File: config.mk
export PLATFORM = sky130hd
export DESIGN_NAME = mem_ctrl
export DESIGN_NICKNAME = d
export VERILOG_FILES = /design/src/rtl/mem_ctrl_pkg.sv /design/src/rtl/mem_ctrl.sv
export SDC_FILE = /design/constraint.sdc
export NUM_CORES = 1
export LEC_CHECK = 0
export ABC_AREA = 1
export CORE_UTILIZATION = 30
export CTS_BUF_LIST = sky130_fd_sc_hd__clkbuf_8
export DETAILED_ROUTE_END_ITERATION = 8
export PLACE_DENSITY = 0.58
export SLEW_MARGIN = 10
export SYNTH_ARGS = -nofsm -noshare
export SYNTH_HDL_FRONTEND = slang
export SYNTH_SLANG_ARGS = --single-unit
File: constraint.sdc
create_clock -name clk_in -period 4.6 [get_ports clk_in]
set_input_delay 0.92 -clock clk_in [delete_from_list [all_inputs] [get_ports clk_in]]
set_output_delay 0.92 -clock clk_in [all_outputs]
set_load 0.02 [all_outputs]
File: src/rtl/mem_ctrl_pkg.sv
// Shared encodings and transaction payload for the byte-serial memory controller.
package mem_ctrl_pkg;

  localparam int unsigned ADDR_W = 32;
  localparam int unsigned DATA_W = 32;
  localparam int unsigned BYTE_W = 8;
  localparam int unsigned CNT_W  = 3;

  localparam logic [ADDR_W-1:0] IO_BASE_DEF = 32'h0003_0000;

  localparam int unsigned BUSY_MEM = 0;
  localparam int unsigned BUSY_IF  = 1;
  localparam logic [1:0]  BUSY_MEM_V = 2'(1 << BUSY_MEM);
  localparam logic [1:0]  BUSY_IF_V  = 2'(1 << BUSY_IF);

  typedef enum logic [1:0] {
    ST_IDLE  = 2'b00,
    ST_READ  = 2'b01,
    ST_WRITE = 2'b10
  } state_t;

  typedef enum logic [1:0] {
    SZ_BYTE  = 2'b00,
    SZ_HALF  = 2'b01,
    SZ_WORD  = 2'b10,
    SZ_WORD3 = 2'b11
  } size_t;

  typedef enum logic {
    OWN_IF  = 1'b0,
    OWN_MEM = 1'b1
  } owner_t;

  // Transaction latched at acceptance
  typedef struct packed {
    owner_t             owner;
    logic [CNT_W-1:0]   last;
    logic [ADDR_W-1:0]  base;
    logic [DATA_W-1:0]  wdata;
  } txn_t;

  // Index of the final byte for a given access size
  function automatic logic [CNT_W-1:0] last_idx(input logic [1:0] size);
    case (size_t'(size))
      SZ_BYTE: return CNT_W'(0);
      SZ_HALF: return CNT_W'(1);
      default: return CNT_W'(3);
    endcase
  endfunction

endpackage

File: src/rtl/mem_ctrl.sv
// Byte-serial controller arbitrating fetch and memory-stage accesses to an 8-bit RAM.
// Optional MEMCTRL_IO_STALL_EN holds I/O-window writes while io_buffer_full_in is high.
module mem_ctrl
  import mem_ctrl_pkg::*;
#(
  parameter int unsigned RAM_ADDR_W = 32
`ifdef MEMCTRL_IO_STALL_EN
  ,
  parameter logic [31:0] IO_BASE = IO_BASE_DEF
`endif
) (
  input  logic                  clk_in,
  input  logic                  rst_n_in,
  input  logic                  if_req_in,
  input  logic [ADDR_W-1:0]     if_addr_in,
  input  logic                  mem_req_in,
  input  logic                  mem_we_in,
  input  logic [1:0]            mem_size_in,
  input  logic [ADDR_W-1:0]     mem_addr_in,
  input  logic [DATA_W-1:0]     mem_data_in,
`ifdef MEMCTRL_IO_STALL_EN
  input  logic                  io_buffer_full_in,
`endif
  output logic [1:0]            busy_out,
  output logic                  inst_done_out,
  output logic [DATA_W-1:0]     inst_out,
  output logic                  mem_done_out,
  output logic [DATA_W-1:0]     mem_data_out,
  output logic [RAM_ADDR_W-1:0] ram_a_out,
  output logic                  ram_wr_out,
  output logic [BYTE_W-1:0]     ram_dout_out,
  input  logic [BYTE_W-1:0]     ram_din_in
);

  state_t            state;
  txn_t              txn;
  logic [CNT_W-1:0]  cnt;
  logic [DATA_W-1:0] data_q;

  logic [CNT_W-1:0]  cnt_nx_c;
  logic [ADDR_W-1:0] next_addr_c;
  logic [DATA_W-1:0] rdata_c;
  logic [BYTE_W-1:0] next_byte_c;
  logic              last_c;
  logic              stall_acc_c;
  logic              stall_cur_c;
  logic              stall_nx_c;

  assign cnt_nx_c    = cnt + CNT_W'(1);
  assign next_addr_c = txn.base + ADDR_W'(cnt_nx_c);
  assign last_c      = (cnt == txn.last);
  // Bytes above cnt are still zero, so OR-ing in the current byte yields zero-extended data
  assign rdata_c     = data_q | (DATA_W'(ram_din_in) << {cnt, 3'b000});
  assign next_byte_c = BYTE_W'(txn.wdata >> {cnt_nx_c, 3'b000});

`ifdef MEMCTRL_IO_STALL_EN
  assign stall_acc_c = (mem_addr_in >= IO_BASE) && io_buffer_full_in;
  assign stall_cur_c = ((txn.base + ADDR_W'(cnt)) >= IO_BASE) && io_buffer_full_in;
  assign stall_nx_c  = (next_addr_c >= IO_BASE) && io_buffer_full_in;
`else
  assign stall_acc_c = 1'b0;
  assign stall_cur_c = 1'b0;
  assign stall_nx_c  = 1'b0;
`endif

  // Transaction sequencer; every output is a register
  always_ff @(posedge clk_in or negedge rst_n_in) begin
    if (!rst_n_in) begin
      state         <= ST_IDLE;
      txn           <= '0;
      cnt           <= '0;
      data_q        <= '0;
      busy_out      <= '0;
      inst_done_out <= 1'b0;
      inst_out      <= '0;
      mem_done_out  <= 1'b0;
      mem_data_out  <= '0;
      ram_a_out     <= '0;
      ram_wr_out    <= 1'b0;
      ram_dout_out  <= '0;
    end else begin
      inst_done_out <= 1'b0;
      mem_done_out  <= 1'b0;
      case (state)
        ST_IDLE: begin
          cnt        <= '0;
          data_q     <= '0;
          ram_wr_out <= 1'b0;
          if (mem_req_in) begin
            txn          <= '{owner: OWN_MEM, last: last_idx(mem_size_in),
                              base: mem_addr_in, wdata: mem_data_in};
            state        <= mem_we_in ? ST_WRITE : ST_READ;
            busy_out     <= BUSY_MEM_V;
            ram_a_out    <= RAM_ADDR_W'(mem_addr_in);
            ram_wr_out   <= mem_we_in && !stall_acc_c;
            ram_dout_out <= mem_data_in[BYTE_W-1:0];
          end else if (if_req_in) begin
            txn       <= '{owner: OWN_IF, last: CNT_W'(3), base: if_addr_in, wdata: '0};
            state     <= ST_READ;
            busy_out  <= BUSY_IF_V;
            ram_a_out <= RAM_ADDR_W'(if_addr_in);
          end
        end
        ST_READ: begin
          if (txn.owner == OWN_IF && !if_req_in) begin
            // Branch flush: abandon the fetch without a done pulse
            state    <= ST_IDLE;
            busy_out <= '0;
          end else if (last_c) begin
            state    <= ST_IDLE;
            busy_out <= '0;
            if (txn.owner == OWN_IF) begin
              inst_out      <= rdata_c;
              inst_done_out <= 1'b1;
            end else begin
              mem_data_out <= rdata_c;
              mem_done_out <= 1'b1;
            end
          end else begin
            data_q    <= rdata_c;
            cnt       <= cnt_nx_c;
            ram_a_out <= RAM_ADDR_W'(next_addr_c);
          end
        end
        ST_WRITE: begin
          if (ram_wr_out) begin
            if (last_c) begin
              state        <= ST_IDLE;
              busy_out     <= '0;
              ram_wr_out   <= 1'b0;
              mem_done_out <= 1'b1;
            end else begin
              cnt          <= cnt_nx_c;
              ram_a_out    <= RAM_ADDR_W'(next_addr_c);
              ram_dout_out <= next_byte_c;
              ram_wr_out   <= !stall_nx_c;
            end
          end else begin
            // Byte held back by a full I/O buffer; re-present once it drains
            ram_wr_out <= !stall_cur_c;
          end
        end
        default: begin
          state    <= ST_IDLE;
          busy_out <= '0;
        end
      endcase
    end
  end

endmodule

==> impl.org, run 1 <==
** Power and ir drop
- Net Switching :: 4.96 mW
- Switching part of the total :: 0.462
- Of the total power, combinational logic draws 0.518.
- Power spread over the standard cell area amounts to 764 nW/um^2.
- Of the total power, the clock network draws 0.173.
- P_leak :: 6.57 nW
- Of the total power, registers draw 0.309.
- Total internal power :: 5.78 mW
- The worst-case IR drop observed on VDD is 342 uV.

** STA
- Timing would allow up to 325 MHz.
- Max Clock Skew :: 0.0256 ns
- Worst Max-Slew Pin Slew :: 1.10 ns
- Setup repair after global routing left no endpoint under its margin.
- Setup violations remaining at the end of the flow were counted as 0.
- Number of hold violations in the final report :: 0
- In the finished design, the share of the clock period the worst path needs comes to 0.669.
- Minimum period implied by the final worst setup slack :: 3.08 ns
- Final max-slew violation count :: 0
- Worst-case hold slack :: 0.466 ns
- In this run the tightest slew margin relative to its limit is 0.264.
- Setup total negative slack on the finished layout was measured at 0 ns.

** Floorplan
- From left edge to right edge, the die measures 191 um.
- Standard-cell rows :: 68
- The die covers 36500 um^2.
- In this run the vertical extent of the chip is 191 um.
- IO Pins :: 220
- The initial utilization of the core area, before any placement, comes to 0.307.
- Placeable core region :: 34900 um^2

** Place
- Routability Congestion :: 0.873
- During placement, the flow inserted port buffers numbering 219.
- Summed over all nets, the half-perimeter wirelength after detailed placement is 23400 um.

** Clock tree
- Gates resized during post-CTS repair numbered 0.
- Clock tree buffer depth :: 3
- CTS tree :: done
- Number of buffers inserted by post-CTS setup repair :: 0
- Clock H-tree levels :: 2
- Library cell used as clock root buffer :: clkbuf_8
- Number of buffers added to fix hold violations after cts :: 0
- Clock-pin slew was measured on the worst setup and hold paths at 0.06 ns.
- The clock drives 213 sinks.
- The later pin in the worst-skew pair is clocked with a latency of 0.55 ns.
- Buffers inserted during clock tree synthesis total 41.

** Detailed routing
- Total wire length :: 33200 um
- Dividing the detail-routed via count by the number of cells gives 4.69.
- Number of remaining DRC errors :: 0
- The first routing iteration left 647 violations.
- The routed layout has 9941 vias.
- The first detailed-routing pass ran for 5 iterations.
- Remaining number of nets flagged by the antenna check after routing :: 0
- In the final routed layout, each cell accounts on average for 15.7 um.

** Yosys
- Number of warnings issued by yosys :: 0
- After synthesis the cells add up to 10700 um^2.
- Number of synthesized register bits :: 213
- Post-Synthesis Net Count :: 1553
- In the synthesized netlist the async set-or-reset flop fraction comes to 1.00.
- Count of flip-flops with a built-in enable after synthesis :: 0
- Gate count of the mapped netlist :: 1433
- Sequential area share after synthesis :: 0.497
- In the synthesized netlist the dominant register cell turns out to be dfrtp_1.
- The synthesized netlist contains 36 unique library cells.
- Average cell area after synthesis :: 7.48 um^2

** Worst hold path
- The worst hold path belongs to the class flop to flop.
- The worst hold path passes through 2 cells.

** Global routing
- The number of global-route vias before repair came to 9797.
- Entering global routing, the biggest net connects 123 pins.
- The initial antenna violation count was 3.
- Across every metal layer, demand over resource in global routing totals 0.186.
- For this run the aggregate overflow at the end of global routing stands at 0.
- The first global-routing pass estimated 53400 um of wire.

** Run status
- Status :: finished, final reports clean

** Cells and area
- In the final layout, the share of cells above drive strength 1 is 0.0511.
- The net count of the finished layout is 1755.
- Compared with the post-synthesis result, the final layout area differs by 31.2%.

** Critical path
- STA classifies the critical path startpoint as a flop.
- Type of element capturing the critical path :: flop
- Along the worst path, the maximum fanout reaches 42.
- The critical path in this run is classified as flop to flop.
- At the worst endpoint, the arrival time is 3.50 ns.
- Worst R2R Path Depth :: 15
- Endpoint required time on the critical path :: 5.02 ns

** Run
- Number of violations of the max-capacitance limit :: 0
-- power by group through the flow --
| stage | clock (mW) | combinational, mW | sequential [mW] |
|---|---|---|---|
| finish | 1.86 | 5.56 | 3.31 |
| global route | 2.03 | 6.25 | 3.41 |
| global placement | 0 | 5.55 | 3.32 |
| floorplan | 0 | 3.08 | 3.75 |
| CTS | 1.92 | 5.65 | 3.32 |
| detailed placement | 0 | 5.63 | 3.33 |
-- logic make-up (layout without fill, tap and decap cells) --
kind of cell / count (synthesis) / count (layout) / share of synthesized area
AOI/OAI and AO/OA: 251 / 251 / 0.125
xor gates and xnor gates: 4 / 4 / 0.00502
adders and majority gates: 9 / 9 / 0.0112
buffers and inverters: 222 / 452 / 0.0854
DFF: 213 / 213 / 0.497
muxes: 4 / 4 / 0.00374
other: 0 / 2 / 0
and+or+nand+nor: 730 / 730 / 0.272
-- through the flow --
step                std cells  setup WS, ns  total power, mW  cell area (um^2)   util
floorplan                1433          2.09             6.83             10700      -
global placement         2047          1.35             8.88             13200  0.380
detailed placement       2047          1.32             8.96             13200  0.380
CTS                      2118          1.53             10.9             14100  0.403
global route             2120          1.30             11.7             14100  0.403
finish                   2120          1.52             10.7             14100  0.403
-- final cells by class --
class                   count  area, um^2
flip-flops and latches    213        5330
clock inverters            20         113
diodes                      2        5.00
fillers                  3674       20800
inverters                 150         563
well taps                 455         569
repair buffers            231        2300
multi-input cells         998        4480
clock buffers              51         702
-- path summary, 6_finish.rpt --
path / from / end / slack [ns]
min in group asynchronous: rst_n_in / mem_data_out[14] / 0.49
max in group asynchronous: rst_n_in / ram_a_out[20] / 3.07
setup reg to reg: cnt[0] / ram_a_out[8] / 1.52
hold / removal: txn[8] / txn[8] / 0.47
setup / recovery: cnt[0] / ram_a_out[8] / 1.52
hold reg to reg: txn[8] / txn[8] / 0.47
-- cell usage in the layout (no fill, tap or decap), types with 2 or more instances in the layout --
master and instances:
mux2i_1 4, clkbuf_8 51, nand3_2 2, nand2_2 3
o21ai_1 26, xor2_1 2, nand2_1 520, a21oi_1 15
nand3_1 98, inv_1 158, diode_2 2, a22o_1 9
buf_4 11, ha_1 8, a31oi_1 5, o211ai_1 9
o22ai_1 9, clkinvlp_4 2, clkinv_2 3, nor2_1 101
inv_2 5, o21ai_0 174, dfrtp_1 213, clkdlybuf4s50_1 218
o31ai_1 2
-- synthesized netlist by cell type, types with 3 or more instances --
cell | count | share of area
nand2_1 | 521 | 0.18
dfrtp_1 | 213 | 0.50
o21ai_0 | 174 | 0.081
inv_1 | 144 | 0.050
nor2_1 | 101 | 0.035
nand3_1 | 98 | 0.046
clkbuf_1 | 31 | 0.011
buf_2 | 27 | 0.013
o21ai_1 | 26 | 0.012
a21oi_1 | 15 | 0.0070
a22o_1 | 9 | 0.0074
o211ai_1 | 9 | 0.0063
o22ai_1 | 9 | 0.0053
ha_1 | 8 | 0.0093
buf_4 | 7 | 0.0049
a31oi_1 | 5 | 0.0029
inv_2 | 5 | 0.0018
buf_1 | 4 | 0.0014
mux2i_1 | 4 | 0.0037
buf_6 | 3 | 0.0032
-- state kept, by name, summed over array words and instances, names as in the netlist --
signal / cells
txn: 67
ram_dout_out: 8
ram_wr_out: 1
busy_out: 2
inst_out: 32
mem_data_out: 32
data_q: 32
inst_done_out: 1
cnt: 3
ram_a_out: 32
state: 2
mem_done_out: 1
-- worst max-delay path, stage by stage (launching register included) --
cell and delay [ns]:
dfrtp_1 0.38, buf_4 0.28, inv_1 0.38, ha_1 0.31, inv_1 0.07, fa_1 0.38
inv_1 0.12, nand3_1 0.08, nand2_1 0.22, nand2_1 0.17, inv_1 0.17, nand2_1 0.08
nand3_1 0.08, o21ai_0 0.09, nand2_1 0.09, nand2_1 0.05
-- routing by layer --
layer  vias up  track usage  part of all wire
met5         -            0           0.00039
met3        52       0.0360             0.060
met2       287        0.305              0.47
met1      4642        0.246              0.45
met4         2       0.0622             0.023
li1       4958            -                 -
No activity file was read; power rests on OpenSTA's default activity.
==> inputs of run 2 (changes only) <==
- PLACE_DENSITY: 0.58 -> 0.59
- clock period: 4.6 -> 2.8 ns (I/O delays scaled with it)
==> run 2 against run 1 <==
Net effect:
- sequential power grew 65%
- design area increased by 1.9%
- sequential share of layout area shrank 0.70 points
- routed wire length increased by 0.61%
- final cell count grew 0.90%
==> impl.org, run 2 (synthesis gave the netlist of run 1 again) <==
** Run status
- Status :: finished, final reports clean

** Cells and area
- The number of flip-flops under the largest register name came to 67 (unchanged).
- The net count of the finished layout is 1776 (+1.2%).
- Register name with the most flops :: txn
- The number of standard cells in the layout, taps in and fillers out is 2139 (+0.90%).
- # fillers :: 3648 (-0.71%)
- The finished layout cell area came to 14300 um^2 (+1.9%).
- Share of post-route cells with drive strength above 1 :: 0.0629 (+0.0118)
- ANT cells :: 0 (-2)
- Leaving out fill and tap cells, the most frequent cell in the layout is nand2_1.
- In the layout the commonest cells are nand2_1 (520), clkdlybuf4s50_1 (218), dfrtp_1 (213).
- Area growth from synthesis to final layout :: 33.7%

** Clock tree
- The number of buffers inserted during clock tree synthesis is 40 (-2.4%).
- The number of buffers inserted by post-CTS setup repair was 0 (unchanged).
- The H-tree depth is 2 (unchanged).
- Library cell used as clock root buffer :: clkbuf_8
- The clock edge transition at the registers on the reported setup and hold paths came to 0.06 ns (about the same).
- The deepest clock path buffer count was 3 (unchanged).
- Number of buffers added to fix hold violations after cts :: 0 (unchanged)
- The number of gates resized after CTS came to 0 (unchanged).
- Clock latency reported for the late side of the worst-skew pair :: 0.54 ns (about the same)
- TritonCTS built the clock tree.
- Num Clock Sinks :: 213 (unchanged)

** Critical path
- CP cell instances :: ha_1, xnor2_1, inv_1, ha_1, inv_1, nand2_1, nand3_1, nor2_1, nand3_1, nand2_1, nand2_1, nand2_1, nand2_1
- The largest driver fanout on the critical path is 6 (-86%).
- Tracing the worst setup path back leads to its startpoint at cnt[1].
- Destination of the worst register-to-register timing path :: ram_a_out[17]
- The worst endpoint data arrival time came to 2.93 ns (-0.57 ns).
- Reg-to-reg critical path startpoint :: cnt[1]
- Counting stages on the worst path, the most repeated cell is nand2_1.
- CP max-delay cell :: dfrtp_1
- STA classifies the critical path startpoint as a flop.
- The required time reported for the critical path endpoint was 3.23 ns (-1.79 ns).
- The worst stage delay on the critical path came to 0.42 ns (+0.04 ns).
- Buffers plus inverters on the worst setup path :: 2 (-3)
- Type of element capturing the critical path :: flop
- Worst Setup Path Type :: flop to flop
- Setup slack of the most critical reg-to-reg path :: 0.30 ns (-1.23 ns)
- Worst R2R Path Depth :: 13 (-2)
- On the critical path the largest part of the delay comes from simple AND/OR/NAND/NOR gates.

** Detailed routing
- Detailed Route Iter0 Violations :: 631 (-2.5%)
- Number of remaining DRC errors :: 0 (unchanged)
- The vias per cell was 4.73 (+0.82%).
- The detailed-route wire length came to 33400 um (+0.61%).
- Detailed-route via count :: 10100 (+1.7%)
- Post-detailed-route wirelength per cell :: 15.6 um (-0.29%)
- The number of nets still failing antenna checks after routing is 0 (unchanged).
- The number of search-and-repair iterations in the first detailed-routing pass came to 7 (+2).

** STA
- The measured slew at the worst slew-check pin is 0.747 ns (-0.355 ns).
- The count of endpoints failing setup in the final report was 0 (unchanged).
- Minimum period implied by the final worst setup slack :: 2.50 ns (-0.573 ns)
- Number of hold violations in the final report :: 0 (unchanged)
- Final cycle utilization of the critical path :: 0.894 (+0.225)
- The worst clock skew was 0.0210 ns (-0.00459 ns).
- Setup repair after global routing missed its margin :: false
- Final max-slew violation count :: 0 (unchanged)
- The achievable clock frequency is 400 MHz (+23%).
- Final WS setup :: 0.298 ns (-1.23 ns)
- The total negative slack for setup checks is 0 ns (unchanged).
- The max-slew headroom at the worst pin was 0.502 (+0.237).

** Floorplan
- Standard-cell rows :: 68 (unchanged)
- Width of the die :: 191 um (unchanged)
- The die extent in y came to 191 um (unchanged).
- The I/O pin count is 220 (unchanged).
- Starting Density :: 0.307 (unchanged)
- The total core area is 34900 um^2 (unchanged).
- Area enclosed by the die boundary :: 36500 um^2 (unchanged)

** Place
- The post-detailed-placement half-perimeter wirelength was 24000 um (+2.5%).
- The number of instances in the placed design was 2069 (+1.1%).
- The port buffer count is 219 (unchanged).
- The minimum setup slack after placement came to 0.312 ns (-1.01 ns).
- Cell area reported after detailed placement :: 13500 um^2 (+1.7%)
- The routability congestion estimate from global placement is 0.898 (+2.9%).

** Global routing
- Wire length of the first global-routing pass :: 53200 um (-0.40%)
- Vias in the first global route :: 9881 (+0.86%)
- Maximum number of pins on one net before global-route repair :: 84 (-32%)
- Overall Global Routing Usage :: 0.184 (-0.00199)
- Initial antenna violation count :: 0 (-3)
- Overflow after GRT :: 0 (unchanged)

** Power and ir drop
- The peak supply drop was 682 uV (+99%).
- The power density relative to cell area was 1270 nW/um^2 (+66%).
- P_leak :: 6.72 nW (+2.3%)

** Run
- The number of max-capacitance violations reported came to 0 (unchanged).

** Worst hold path
- In this run the worst hold path is classified as input pin to async pin.
[run 2: changes by cell type in the layout (fill, tap and decap cells not counted)]
cell	before	now
buf_4	11	28
buf_12	1	6
diode_2	2	0
clkinvlp_4	2	0
clkbuf_8	51	48
bufinv_16	1	4
inv_6	0	1
[run 2: layout make-up]
| type | instances | area (um^2) | area share |
|---|---|---|---|
| flip-flops and latches | 213 | 5330 | 0.372 |
| multi-input cells | 998 | 4480 | 0.313 |
| repair buffers | 253 | 2530 | 0.176 |
| clock buffers | 48 | 661 | 0.0461 |
| well taps | 455 | 569 | 0.0397 |
| inverters | 150 | 563 | 0.0393 |
| clock inverters | 22 | 196 | 0.0137 |
[run 2: worst max path at each step]
stage	end	cells after the start	slack, ns
global placement	ram_a_out[8]	6	0.35
floorplan	ram_a_out[14]	14	0.29
finish	ram_a_out[17]	13	0.30
detailed placement	ram_a_out[8]	6	0.31
global route	ram_a_out[29]	13	0.1
CTS	ram_a_out[17]	13	0.32
[run 2: power breakdown]
group / switching, mW / internal [mW] / total [mW]
Combinational: 5.98 / 3.47 / 9.46
Sequential: 0.921 / 4.53 / 5.45
Clock: 1.35 / 1.92 / 3.27
[run 2: worst register-to-register path, cell delays in order, from the launching register on]
cell     delay [ns]
dfrtp_1        0.42
ha_1           0.21
xnor2_1        0.23
inv_1          0.08
ha_1           0.38
inv_1          0.09
nand2_1        0.10
nand3_1        0.19
nor2_1         0.33
nand3_1        0.12
nand2_1        0.09
nand2_1        0.05
nand2_1        0.08
nand2_1        0.05
[run 2: per-layer routing]
| metal | global-route usage | wire (um) |
|---|---|---|
| met2 | 0.298 | 15300 |
| met4 | 0.0594 | 928 |
| met5 | 0 | 0 |
| met1 | 0.250 | 15200 |
| met3 | 0.0308 | 2000 |
[run 2: through the flow]
step	power [mW]	hold slack (ns)	utilization
after CTS	18.4	0.0456	0.411
final	18.2	0.0262	0.411
after global routing	19.7	0.0597	0.411
after floorplan	11.2	0.264	-
after global placement	14.9	0.452	0.386
after detailed placement	15.0	0.455	0.386
